`src/rtl/ifft_tx_pkg.sv`:
```
// Shared types, defaults and helpers for the IFFT sink-side frame transmitter.
package ifft_tx_pkg;

    localparam int unsigned DEF_DATA_W = 32;
    localparam int unsigned DEF_PTS_W  = 11;

    typedef enum logic {IDLE, STREAM} tx_state_e;

    localparam logic [1:0] ERR_NONE        = 2'b00;
    localparam logic [1:0] ERR_MISSING_SOP = 2'b01;
    localparam logic [1:0] ERR_MISSING_EOP = 2'b10;
    localparam logic [1:0] ERR_UNEXP_EOP   = 2'b11;

    // Legal frame lengths are powers of two from 8 up to max_pts.
    function automatic logic is_legal_pts(input int unsigned pts, input int unsigned max_pts);
        return (pts >= 32'd8) && (pts <= max_pts) && ((pts & (pts - 32'd1)) == 32'd0);
    endfunction

endpackage

```
`src/rtl/ifft_tx_fifo.sv`:
```
// Synchronous FIFO with full/empty flags and a clear input; storage is not reset.
module ifft_tx_fifo #(
    parameter int unsigned WIDTH = 64,
    parameter int unsigned DEPTH = 4
) (
    input  logic             clk,
    input  logic             reset,
    input  logic             clr,
    input  logic             push,
    input  logic [WIDTH-1:0] wdata,
    input  logic             pop,
    output logic [WIDTH-1:0] rdata,
    output logic             full,
    output logic             empty
);
    localparam int unsigned AW = $clog2(DEPTH);
    localparam int unsigned PW = AW + 1;

    logic [PW-1:0]    wptr_q, wptr_d, rptr_q, rptr_d;
    logic [WIDTH-1:0] mem_q [DEPTH];

    // Extra pointer MSB distinguishes full from empty.
    assign empty = (wptr_q == rptr_q);
    assign full  = (wptr_q[AW] != rptr_q[AW]) && (wptr_q[AW-1:0] == rptr_q[AW-1:0]);
    assign rdata = mem_q[rptr_q[AW-1:0]];

    always_comb begin
        wptr_d = wptr_q + PW'(push);
        rptr_d = rptr_q + PW'(pop);
        if (clr) begin
            wptr_d = '0;
            rptr_d = '0;
        end
    end

    always_ff @(posedge clk or posedge reset) begin
        if (reset) begin
            wptr_q <= '0;
            rptr_q <= '0;
        end else begin
            wptr_q <= wptr_d;
            rptr_q <= rptr_d;
        end
    end

    always_ff @(posedge clk) begin
        if (push) begin
            mem_q[wptr_q[AW-1:0]] <= wdata;
        end
    end

endmodule

```
`src/rtl/ifft_frame_tx.sv`:
```
// Frames a valid/ready sample stream into sop/eop packets for the IFFT sink port.
// Optional IFFT_FRAME_TX_FLUSH_EN adds a flush input that zero-fills the current frame.
module ifft_frame_tx
    import ifft_tx_pkg::*;
#(
    parameter int unsigned DATA_W     = DEF_DATA_W,
    parameter int unsigned PTS_W      = DEF_PTS_W,
    parameter int unsigned MAX_PTS    = 1024,
    parameter int unsigned FIFO_DEPTH = 4
) (
    input  logic              clk,
    input  logic              reset,
`ifdef IFFT_FRAME_TX_FLUSH_EN
    input  logic              flush,
`endif
    input  logic [PTS_W-1:0]  cfg_fftpts,
    output logic              cfg_err,
    input  logic              in_valid,
    output logic              in_ready,
    input  logic [DATA_W-1:0] in_real,
    input  logic [DATA_W-1:0] in_imag,
    output logic              src_valid,
    input  logic              src_ready,
    output logic              src_sop,
    output logic              src_eop,
    output logic [1:0]        src_error,
    output logic [DATA_W-1:0] src_real,
    output logic [DATA_W-1:0] src_imag,
    output logic [PTS_W-1:0]  src_fftpts,
    output logic              busy
);
    tx_state_e         state_q, state_d;
    logic [PTS_W-1:0]  cnt_q, cnt_d, len_q, len_d, len_cur;
    logic              cfg_err_q, cfg_err_d;
    logic              valid_q, valid_d, sop_q, sop_d, eop_q, eop_d;
    logic [1:0]        error_q, error_d;
    logic [DATA_W-1:0] real_q, real_d, imag_q, imag_d;

    logic              fifo_full, fifo_empty, fifo_pop, fifo_clr;
    logic [2*DATA_W-1:0] fifo_rdata;
    logic              flush_act, have_beat, cfg_ok, load_beat, eop_now;

`ifdef IFFT_FRAME_TX_FLUSH_EN
    logic flushing_q, flushing_d, flush_start;

    // Only a frame whose eop beat has not yet been loaded can be flushed.
    assign flush_start = flush && (state_q == STREAM) && !flushing_q && (cnt_q != '0);
    assign flush_act   = flushing_q || flush_start;
    assign fifo_clr    = flush_start;
    assign in_ready    = !fifo_full && !flushing_q;

    always_comb begin
        flushing_d = flush_act && !(load_beat && eop_now);
    end

    always_ff @(posedge clk or posedge reset) begin
        if (reset) flushing_q <= 1'b0;
        else       flushing_q <= flushing_d;
    end
`else
    assign flush_act = 1'b0;
    assign fifo_clr  = 1'b0;
    assign in_ready  = !fifo_full;
`endif

    ifft_tx_fifo #(
        .WIDTH (2 * DATA_W),
        .DEPTH (FIFO_DEPTH)
    ) u_fifo (
        .clk   (clk),
        .reset (reset),
        .clr   (fifo_clr),
        .push  (in_valid && in_ready),
        .wdata ({in_real, in_imag}),
        .pop   (fifo_pop),
        .rdata (fifo_rdata),
        .full  (fifo_full),
        .empty (fifo_empty)
    );

    assign have_beat = flush_act || !fifo_empty;
    assign cfg_ok    = is_legal_pts(32'(cfg_fftpts), MAX_PTS);

    always_comb begin
        state_d   = state_q;
        cnt_d     = cnt_q;
        len_d     = len_q;
        len_cur   = len_q;
        cfg_err_d = cfg_err_q;
        valid_d   = valid_q;
        sop_d     = sop_q;
        eop_d     = eop_q;
        error_d   = error_q;
        real_d    = real_q;
        imag_d    = imag_q;
        fifo_pop  = 1'b0;
        load_beat = 1'b0;
        eop_now   = 1'b0;

        if (valid_q && src_ready && eop_q) state_d = IDLE;

        // Output register refills when empty or when its beat is leaving.
        if (!valid_q || src_ready) begin
            valid_d = have_beat;
            sop_d   = 1'b0;
            eop_d   = 1'b0;
            if (have_beat) begin
                load_beat        = 1'b1;
                fifo_pop         = !flush_act;
                {real_d, imag_d} = flush_act ? '0 : fifo_rdata;
                error_d          = ERR_NONE;
                if (cnt_q == '0) begin
                    len_cur   = cfg_ok ? cfg_fftpts : PTS_W'(MAX_PTS);
                    len_d     = len_cur;
                    sop_d     = 1'b1;
                    state_d   = STREAM;
                    cfg_err_d = cfg_err_q || !cfg_ok;
                end
                eop_now = (cnt_q == len_cur - PTS_W'(1));
                eop_d   = eop_now;
                cnt_d   = eop_now ? '0 : cnt_q + PTS_W'(1);
            end
        end
    end

    always_ff @(posedge clk or posedge reset) begin
        if (reset) begin
            state_q   <= IDLE;
            cnt_q     <= '0;
            len_q     <= '0;
            cfg_err_q <= 1'b0;
            valid_q   <= 1'b0;
            sop_q     <= 1'b0;
            eop_q     <= 1'b0;
            error_q   <= ERR_NONE;
            real_q    <= '0;
            imag_q    <= '0;
        end else begin
            state_q   <= state_d;
            cnt_q     <= cnt_d;
            len_q     <= len_d;
            cfg_err_q <= cfg_err_d;
            valid_q   <= valid_d;
            sop_q     <= sop_d;
            eop_q     <= eop_d;
            error_q   <= error_d;
            real_q    <= real_d;
            imag_q    <= imag_d;
        end
    end

    assign src_valid  = valid_q;
    assign src_sop    = sop_q;
    assign src_eop    = eop_q;
    assign src_error  = error_q;
    assign src_real   = real_q;
    assign src_imag   = imag_q;
    assign src_fftpts = len_q;
    assign cfg_err    = cfg_err_q;
    assign busy       = (state_q == STREAM);

endmodule

```
`config.mk`:
```
export PLATFORM = sky130hd
export DESIGN_NAME = ifft_frame_tx
export DESIGN_NICKNAME = d
export VERILOG_FILES = /design/src/rtl/ifft_tx_pkg.sv /design/src/rtl/ifft_tx_fifo.sv /design/src/rtl/ifft_frame_tx.sv
export SDC_FILE = /design/constraint.sdc
export NUM_CORES = 1
export LEC_CHECK = 0
export CORE_ASPECT_RATIO = 2
export CORE_MARGIN = 2
export CORE_UTILIZATION = 56
export CTS_BUF_LIST = sky130_fd_sc_hd__clkbuf_16
export DETAILED_ROUTE_END_ITERATION = 6
export PLACE_DENSITY = 0.8
export SETUP_SLACK_MARGIN = 0.3
export SYNTH_ARGS = -nofsm -noshare
export SYNTH_HDL_FRONTEND = slang
export SYNTH_HIERARCHICAL = 1
export SYNTH_SLANG_ARGS = --single-unit
export TNS_END_PERCENT = 30
```
`constraint.sdc`:
```
create_clock -name clk -period 7.7 [get_ports clk]
set_input_delay 0.77 -clock clk [delete_from_list [all_inputs] [get_ports clk]]
set_output_delay 0.77 -clock clk [all_outputs]
set_load 0.005 [all_outputs]
```
==> results.md <==
- For this run, asynchronously set or reset flops after synthesis account for 27.5%.
- Sorting the synthesized cells by area gives the leading types as edfxtp_1 55%, dfrtp_1 17%, mux4_2 10%.
- The terminus of the critical flop-to-flop path is cnt_q[1].
- Dividing the detail-routed wire length by the instance count gives 20.5 microns.
- The run finished with clean final reports.
- The wire length of the first global-routing pass is 45100 microns.
- The final weighted congestion in routability-driven placement is 0.870.
- Setup slack closes at 3.09 ns.
- The clock tree skew after final layout is 0.0115 ns.
- The placed cell count is 1348.
- The area of the die is 26400 sq um.
- The final count of pins violating max slew is 0.
- The signal on the critical path passes through inv_1 > ha_1 > nor4b_4 > nand3_1 > nand2_1 > ha_1 > xnor2_1 > and4_1 > o21ai_0 > a221o_1 > a2111oi_2 > o2111ai_1 > or4_1 > nand2_1 > o22ai_1.
- Post-CTS repair changed the size of 0 cells.
- The maximum number of pins on one net before global-route repair is 71.
- The average footprint of a synthesized cell is 15.9 sq um.
- The worst IR drop on VDD is 0.346 mV.
- In this run the register-to-register setup slack is 3.09 ns.
- The worst register-to-register path has a depth of 15.
- Timing analysis after detailed placement gives a worst setup slack of 3.08 ns.
- The number of iterations in the first detailed-routing pass is 5.
- The number of clock sinks is 353.
- The y dimension of the die is 228 microns.
- For this run, the number of standard cells in the final layout without fillers is 1400.
- The instance count of the mapped netlist is 882.
- The floorplan has 82 rows.
- Summed over all nets, the half-perimeter wirelength after detailed placement is 17400 microns.
- The maximum achievable frequency is 0.217 GHz.
- For this design, the CTS-stage hold fixing added 0 buffers.
- The areal power density over the cells is 318 nW/um^2.
- The core box area is 24800 sq um.
- The clock passes through at most 3 buffers.
- The analysis attributes to cell leakage a power of 6.25 nW.
- In this run, the number of DRC markers left after iteration 0 of detailed routing was 536.
- In this run switching power makes up 28.2% of total power.
- In this run the tool buffered the top-level ports with 159 buffer cells.
- After synthesis, the largest area contributor takes up 54.7% of total cell area.
- For this run the aggregate overflow at the end of global routing stands at 0.
- The cell with the most instances after synthesis is edfxtp_1.
- The startpoint kind of the worst setup timing path is a flip-flop.
- Adding up every negative setup slack in the final design gives 0 ns.
- The number of post-CTS setup repair buffers is 0.
- The measured slew at the worst slew-check pin is 1.02 ns.
- The highest-delay cell along the critical path is or4_1.
- The buffer cell driving the clock tree root is clkbuf_16.
- TritonCTS created 28 clock buffers.
- The TritonCTS clock tree is yes.
- The count of final setup violators is 0.
- The cell depth of the worst min-delay path is 2.
- In this run the worst path has a maximum fanout of 13.
- Clock-pin slew was measured on the worst setup and hold paths at 0.07 ns.
- 162 I/O pins were placed.
- The launch instance of the worst min-delay path is src_real[7].
- The number of max-cap violations is 0.
- The critical path data arrival time is 5.03 ns.
- Setup repair after global routing left no endpoint under its margin.
- The path type of the worst min-delay path is reg -> reg.
- The data required time at the worst endpoint is 8.12 ns.
- The worst-case hold path end point is src_real[7].
- The share of total power in the clock network is 27.2%.
- The synthesized netlist contains 69 unique library cells.
- The largest single stage delay on the critical path is 0.74 ns.
- The final layout contains routed wiring with a total length of 28700 microns.
- The clock insertion delay at the later pin of the skew report is 0.56 ns.
- The worst pin sits at a relative slew slack of 32.1%.
- The type of destination of the critical path is a flip-flop.
- The number of synthesized flops with an enable pin is 256.
- The overall fraction of global-route tracks in use is 22.3%.
- The analysis attributes to net switching a power of 1.52 mW.
- After synthesis the cells add up to 14000 sq um.
- The maximum level of the CTS H-tree is 1.
- The startpoint of the lowest-slack register-to-register path is cnt_q[0].
- The number of global-route vias before repair is 8462.
- The design draws 5.38 mW.
- 0 antenna diodes ended up in the layout.
- The initial antenna violation count is 0.
- The final number of hold-violating endpoints is 0.
- The tightest hold margin is 0.473 ns.
- By startpoint and endpoint, the worst setup path is classified as reg -> reg.
- In the routed design, unresolved DRC markers number 0.
- Sequential cells burn 47.4% of the power.
- The cell-internal power is 3.86 mW.
- Sorting the synthesized cells by how often they occur yields 256 x edfxtp_1, 216 x nand2_1, 97 x dfrtp_1, 64 x mux4_2.
- The part of the total power dissipated in combinational logic is 25.4%.
- In this run the remaining antenna-violating nets after routing total 0.
- The time the worst path needs with I/O delays and setup is 4.61 ns.
- The predominant post-synthesis flop cell is edfxtp_1.
- From left edge to right edge, the die measures 116 microns.
- In the routed layout, each cell is associated on average with a via count of 5.63.
- The total number of vias is 7884.
- For this run, the number of Yosys warnings is 6.
- The biggest area contributor in the post-synthesis netlist is edfxtp_1.
- The proportion of layout cells with a drive suffix above 1 is 13.0%.
- The sequential element share of the synthesized area is 72.0%.
- Compared with the post-synthesis result, the final layout area differs by 20.2%.
- The final period utilization is 59.9%.
- The final layout contains 1128 nets.
- The synthesized design contains 353 register bits.
- The effective utilization at floorplan is 56.6%.
[cell type report]
cell class              count  area [sq um]
flip-flops and latches    353         10100
clock inverters            23           220
fillers                  1712          7940
repair buffers            165          1640
multi-input cells         480          3700
inverters                  14          55.1
clock buffers              29           726
well taps                 336           420
[through the flow]
step	utilization, %	cell area (sq um)
after floorplan	-	14100
after global placement	64.2	15900
after detailed placement	64.2	15900
after CTS	68.0	16900
after global routing	68.0	16900
final	68.0	16900
[how the worst max path moves through the flow]
stage / from / end / cells after the start
5_1_grt: cnt_q[0] / cnt_q[1] / 15
3_3_place_gp: cnt_q[0] / cnt_q[1] / 15
6_report: cnt_q[0] / cnt_q[1] / 15
2_1_floorplan: u_fifo/rptr_q[0] / u_fifo/mem_q[0][0] / 5
4_1_cts: cnt_q[0] / cnt_q[1] / 15
3_5_place_dp: cnt_q[0] / cnt_q[1] / 15
[power groups by stage]
stage          Clock, mW  Combinational (mW)  Sequential [mW]
4_1_cts             1.49                1.39             2.56
3_3_place_gp           0                1.34             2.58
2_1_floorplan          0               0.828             2.50
3_5_place_dp           0                1.37             2.59
5_1_grt             1.56                1.51             2.59
6_report            1.46                1.36             2.55
[cell usage in the layout (no fill, tap or decap), types with 11 or more instances in the layout]
master,n
edfxtp_1,256
nand2_1,216
clkdlybuf4s50_1,159
dfrtp_1,95
mux4_2,64
clkbuf_16,29
nor2_1,21
inv_1,19
a21oi_1,15
xnor2_1,11
[logic make-up (layout without fill, tap and decap cells)]
group                    Yosys count  after routing  share of synthesized area, %
AND/OR/NAND/NOR                  306            306                          9.79
buffers and inverters             56            231                          1.99
adder cells (fa/ha/maj)            8              8                         0.695
AO/OA/AOI/OAI                     72             72                          3.86
flip-flops                       353            353                          72.0
other                              1              8                        0.0267
multiplexers                      66             66                          10.4
XOR/XNOR                          20             20                          1.25
[sequential cells by signal, indices dropped and copies added (netlist names)]
signal,flops
src_fftpts,11
cfg_err,1
busy,1
src_eop,1
u_fifo/mem_q,256
src_sop,1
u_fifo/rptr_q,3
u_fifo/wptr_q,3
src_real,32
cnt_q,11
src_imag,32
src_valid,1
[routing by layer]
layer	track usage [%]	wire length, microns
met4	6.77	601
met5	0	0
met3	3.93	1920
met2	38.0	14800
met1	29.4	11300
[worst max-delay path: cells and delay by family, from the launching register on]
| kind | cells | cell delay (ns) |
|---|---|---|
| and+or+nand+nor | 6 | 2.06 |
| buffers and inverters | 1 | 0.12 |
| adders and majority gates | 2 | 0.56 |
| DFF | 1 | 0.44 |
| xor gates and xnor gates | 1 | 0.21 |
| AOI/OAI and AO/OA | 5 | 1.08 |
Note: power is estimated with default switching activity, not from simulation.
